<file path="src/rtl/ip4_rtl_spa_arb.sv">
// ip4_rtl_spa_arb: round-robin issue arbiter feeding a single registered
// issue slot of the SP array. Long ops lock out further grants for
// LNG_LAT issue cycles.
// Optional feature macro: IP4_SPA_ARB_PRIO_EN adds req_prio, which restricts
// the round-robin scan to prioritised requesters whenever any of them is valid.
module ip4_rtl_spa_arb #(
  parameter int unsigned NREQ    = 4,
  parameter int unsigned OPW     = 8,
  parameter int unsigned LNG_LAT = 4
) (
  input  logic                     clk,
  input  logic                     rst,
  input  logic                     flush,
  input  logic [NREQ-1:0]          req_vld,
  input  logic [NREQ*OPW-1:0]      req_op,
  input  logic [NREQ-1:0]          req_lng,
`ifdef IP4_SPA_ARB_PRIO_EN
  input  logic [NREQ-1:0]          req_prio,
`endif
  output logic [NREQ-1:0]          req_rdy,
  output logic                     iss_vld,
  input  logic                     iss_rdy,
  output logic [OPW-1:0]           iss_op,
  output logic [$clog2(NREQ)-1:0]  iss_id,
  output logic                     busy
);

  localparam int unsigned IDW  = $clog2(NREQ);
  localparam int unsigned CNTW = 4;
  localparam bit          LOCK_EN = (LNG_LAT > 1);

  localparam logic [0:0] S_IDLE = 1'b0;
  localparam logic [0:0] S_LOCK = 1'b1;

  logic [0:0]      r_state;
  logic [CNTW-1:0] r_cnt;
  logic            r_iss_vld;
  logic [OPW-1:0]  r_iss_op;
  logic [IDW-1:0]  r_iss_id;
  logic [IDW-1:0]  r_ptr;

  logic [0:0]      w_state_nxt;
  logic [CNTW-1:0] w_cnt_nxt;
  logic            w_iss_vld_nxt;
  logic [OPW-1:0]  w_iss_op_nxt;
  logic [IDW-1:0]  w_iss_id_nxt;
  logic [IDW-1:0]  w_ptr_nxt;

  logic [NREQ-1:0] w_cand;
  logic [IDW-1:0]  w_idx;
  logic [IDW-1:0]  w_win;
  logic            w_found;
  logic            w_slot_free;
  logic            w_grant;
  logic            w_win_lng;
  logic [OPW-1:0]  w_win_op;

  // Candidate set and first-set scan starting at the rotating pointer
  always_comb begin
    w_cand  = req_vld;
`ifdef IP4_SPA_ARB_PRIO_EN
    if (|(req_vld & req_prio)) w_cand = req_vld & req_prio;
`endif
    w_found = 1'b0;
    w_win   = '0;
    w_idx   = '0;
    for (int unsigned k = 0; k < NREQ; k++) begin
      w_idx = IDW'((32'(r_ptr) + k) % NREQ);
      if (!w_found && w_cand[w_idx]) begin
        w_found = 1'b1;
        w_win   = w_idx;
      end
    end
  end

  // Grant qualification: free slot, unlocked, not flushing or resetting
  always_comb begin
    w_slot_free = !r_iss_vld || iss_rdy;
    w_grant     = w_slot_free && (r_state == S_IDLE) && !flush && !rst && w_found;
    w_win_lng   = req_lng[w_win];
    w_win_op    = req_op[32'(w_win)*OPW +: OPW];
    req_rdy     = w_grant ? (NREQ'(1) << w_win) : '0;
  end

  // Next-state: FSM, lock counter, issue slot and pointer
  always_comb begin
    w_state_nxt   = r_state;
    w_cnt_nxt     = r_cnt;
    w_iss_vld_nxt = r_iss_vld;
    w_iss_op_nxt  = r_iss_op;
    w_iss_id_nxt  = r_iss_id;
    w_ptr_nxt     = r_ptr;

    if (flush) begin
      w_iss_vld_nxt = 1'b0;
      w_state_nxt   = S_IDLE;
      w_cnt_nxt     = '0;
    end else begin
      if (w_grant) begin
        w_iss_vld_nxt = 1'b1;
        w_iss_op_nxt  = w_win_op;
        w_iss_id_nxt  = w_win;
        w_ptr_nxt     = IDW'((32'(w_win) + 1) % NREQ);
        if (LOCK_EN && w_win_lng) begin
          w_state_nxt = S_LOCK;
          w_cnt_nxt   = CNTW'(LNG_LAT - 1);
        end
      end else if (iss_rdy) begin
        w_iss_vld_nxt = 1'b0;
      end

      // Lock countdown runs regardless of downstream back-pressure
      if (r_state == S_LOCK) begin
        if (r_cnt == CNTW'(1)) begin
          w_state_nxt = S_IDLE;
          w_cnt_nxt   = '0;
        end else begin
          w_cnt_nxt   = r_cnt - CNTW'(1);
        end
      end
    end
  end

  // State registers with synchronous reset
  always_ff @(posedge clk) begin
    if (rst) begin
      r_state   <= S_IDLE;
      r_cnt     <= '0;
      r_iss_vld <= 1'b0;
      r_iss_op  <= '0;
      r_iss_id  <= '0;
      r_ptr     <= '0;
    end else begin
      r_state   <= w_state_nxt;
      r_cnt     <= w_cnt_nxt;
      r_iss_vld <= w_iss_vld_nxt;
      r_iss_op  <= w_iss_op_nxt;
      r_iss_id  <= w_iss_id_nxt;
      r_ptr     <= w_ptr_nxt;
    end
  end

  assign iss_vld = r_iss_vld;
  assign iss_op  = r_iss_op;
  assign iss_id  = r_iss_id;
  assign busy    = r_iss_vld || (r_state == S_LOCK);

endmodule

</file>
<file path="config.mk">
export PLATFORM = sky130hd
export DESIGN_NAME = ip4_rtl_spa_arb
export DESIGN_NICKNAME = d
export VERILOG_FILES = /design/src/rtl/ip4_rtl_spa_arb.sv
export SDC_FILE = /design/constraint.sdc
export NUM_CORES = 1
export LEC_CHECK = 0
export CAP_MARGIN = 20
export CORE_MARGIN = 4
export CORE_UTILIZATION = 31
export DETAILED_ROUTE_END_ITERATION = 8
export DONT_BUFFER_PORTS = 1
export PLACE_DENSITY = 0.47
export SKIP_CTS_REPAIR_TIMING = 1
export SLEW_MARGIN = 20
export SYNTH_ARGS = -nofsm -noshare
export SYNTH_HDL_FRONTEND = slang
export SYNTH_SLANG_ARGS = --single-unit
</file>
<file path="constraint.sdc">
create_clock -name clk -period 4.8 [get_ports clk]
set_input_delay 0.24 -clock clk [delete_from_list [all_inputs] [get_ports clk]]
set_output_delay 0.24 -clock clk [all_outputs]
set_load 0.01 [all_outputs]
</file>
==> metrics.cfg <==
[timing]
skew_ns=0.00224
final.hold.worst_slack_ns=0.0589
setup_viol_count_final=0
slew-limit-headroom_pct=48.2
finalCritPeriodShare_pct=49.4
tightest_slew_ns=0.771
rsz0062_at_grt=false
finalHoldViolations=0
clock.fmax_ghz=0.422
finalSetupTns_ns=0
final_period_minus_worst_setup_slack_ns=2.37
slew_violations=0
finalWorstSetupSlack_ns=2.43

[logic_synthesis]
synthesized_area_fraction_occupied_by_adder_cells_pct=6.14
yosys.area.top_type=dfxtp_1
post_synthesis_net_count=183
syn-instance-count=133
synthArstFlopShare_pct=0
ys.flop_type=dfxtp_1
synth-seq-cells=18
dominant_combinational_cell_family_by_area_after_synthesis=multiplexers
synth.cell_area_um2=1220
synth_seq_area_share_pct=29.5
synth_enable_flop_cells=0
distinct_cell_type_count_of_the_synthesized_netlist=34
muxShareOfSynthArea_pct=23.0
ys.warnings.count=0
post_synth_and_or_nand_nor_area_fraction_pct=19.0
synth_compound_gate_area_share_pct=15.4
synth_top_cells_by_area=dfxtp_1 29%, mux2i_1 15%, mux2_2 7.4%
yosys.area_share.xor_xnor_pct=0.716
netlist.area_leader.share_pct=29.5
synth_area_per_cell_um2=9.19

[die]
die_width_um=70.8
initial_utilization_pct=32.7
core.rowCount=22
core_um2=3740
die_ht_um=70.8
num_io_pins=60
die-area_um2=5010

[setup_path]
regToRegSetupSlack_ns=2.53
cp.arrival_ns=2.13
timing.setup.critical_path_class=reg -> out
cp_max_fo=15
rr_startpoint=r_ptr[1]$_SDFFE_PP0P_
cp-start-kind=flip-flop
type_of_destination_of_the_critical_path=output pin
cp-startpoint=r_ptr[1]$_SDFFE_PP0P_
worstSetupEndpoint=req_rdy[2]
critical_path_required_ns=4.56
timing.rr.end=r_cnt[2]$_SDFFE_PP0P_
ff2ff_path_depth=6

[clock_tree]
cts.clk_slew.worst_paths_ns=0.06
cts-root-buf=clkbuf_8
max_root_sink_buffers=2
insertion_delay_ns=0.24
tritoncts.num_buffers=3
tritoncts=yes
htree_num_levels=1
clock_sink_count=18

[power_and_ir_drop]
intPower_uw=256
power.density_nw_per_um2=278
seq_power_share_pct=49.2
clock_power_share_pct=28.2
total_power_uw=355
peakVddDrop_mv=0.0888
fraction_of_power_consumed_by_combinational_cells_pct=22.6
leakagePower_uw=0.000451
p_switching_uw=98.3
power_switching_share_pct=27.7

[detailed_routing]
dr_total_vias=938
ant_nets=0
detail_route.drc_violations=0
vias_per_cell=5.33
routed_wl_mm=2.78
detail_route.wl_per_cell_um=15.8
first_pass_iters=4
drt-initial-drc-count=19

[global_route]
grt_util_all_layers_pct=11.0
antenna_violations_before_repair=0
global_route_wire_length_before_repair_mm=4.46
pin_count_of_the_biggest_net_entering_global_routing=22
via_count_of_the_first_global_routing_pass=921
grt_remaining_overflow=0

[layout]
antenna-diode-count=0
final.fill_count=402
area_occupied_by_registers_um2=360
syn2layout_area_growth_pct=4.20
final-instance-count-excl-fill=176
drive_gt1_share_pct=14.8
multiInputGateArea_um2=786
layout.nets=180

[run_status]
outcome=complete, no violations

[place]
final_estimated_routing_congestion_in_global_placement=0.780
place_inst=173
portBuffers=0
dp_worst_setup_slack_ns=2.51
detailedPlacementHpwl_mm=2.20

[job]
max-cap-violations=0

[min_path]
min_path_type=in -> reg

## routing by layer
layer  share of wire, %  GRT usage (%)  up-vias
met5                  0              0        -
met4               0.58           3.13        0
li1                   -              -      460
met2                 50           18.0       39
met3                 11           5.26        2
met1                 39           12.8      437
## synthesized netlist by cell type, drive strengths merged, types with 2 or more instances
| library cell | instances |
|---|---|
| a21oi | 9 |
| a32o | 2 |
| and2 | 4 |
| buf | 5 |
| clkbuf | 3 |
| dfxtp | 18 |
| ha | 6 |
| inv | 7 |
| mux2 | 9 |
| mux2i | 18 |
| nand2 | 9 |
| nand3b | 8 |
| nor2 | 6 |
| nor3 | 3 |
| nor3b | 3 |
| o21ai | 10 |
| or2 | 2 |
| or3 | 2 |
## how the worst min path moves through the flow
stage	cells after the start	slack, ns	endpoint	start
after floorplan	2	0.43	iss_op[0]$_SDFFE_PP0P_	rst
after global placement	1	0.31	r_ptr[1]$_SDFFE_PP0P_	rst
after detailed placement	1	0.31	r_ptr[1]$_SDFFE_PP0P_	rst
after CTS	1	0.05	iss_id[1]$_SDFFE_PP0P_	rst
after global routing	1	0.05	iss_id[1]$_SDFFE_PP0P_	rst
final	1	0.06	iss_id[0]$_SDFFE_PP0P_	rst
## through the flow
step	cell area [um^2]	utilization, %
final	1270	34.0
after global routing	1270	34.0
after CTS	1270	34.0
after detailed placement	1230	32.9
after global placement	1230	32.9
after floorplan	1220	-
## power groups by stage
stage          Sequential, uW  Clock, uW  Combinational (uW)
6_report                  174       99.9                80.3
5_1_grt                   176        113                89.4
4_1_cts                   175        105                81.6
3_5_place_dp              178          0                81.4
3_3_place_gp              178          0                79.5
2_1_floorplan             174          0                76.6
## critical path: stages, from the launching register on
cell and delay [ns]:
dfxtp_1 0.44, mux2i_1 0.26, nor2_2 0.07, nor3_4 0.61, inv_1 0.14, ha_1 0.21
and2_1 0.17
## cells in the final DEF, fill, tap and decap left out, types with 3 or more instances in the layout
cell type  netlist  final
mux2_2           8      8
nor3b_1          3      3
inv_1            7      7
clkbuf_8         0      3
and2_1           4      4
nand3b_1         8      8
ha_1             6      6
nor2_1           4      4
o21ai_1          3      3
mux2i_1         18     18
nand2_1          9      9
a21oi_1          9      9
o21ai_0          7      7
dfxtp_1         18     18
## logic make-up (layout without fill, tap and decap cells)
group | count (synthesis) | after routing
AND/OR/NAND/NOR | 39 | 39
AO/OA/AOI/OAI | 27 | 27
multiplexers | 27 | 27
flip-flops | 18 | 18
buffers and inverters | 15 | 10
adder cells (fa/ha/maj) | 6 | 6
XOR/XNOR | 1 | 1
## final cells by class
cell class | instances | share of cell area [%]
sequential | 18 | 28.3
clock buffer | 3 | 3.24
inverter | 7 | 2.06
tap | 48 | 4.72
multi-input combinational | 100 | 61.7
## registers in the layout (all words and copies together) (netlist names)
register / flops
iss_id: 2
iss_op: 8
iss_vld: 1
r_cnt: 4
r_ptr: 2
r_state: 1
Note: power is estimated with default switching activity, not from simulation.
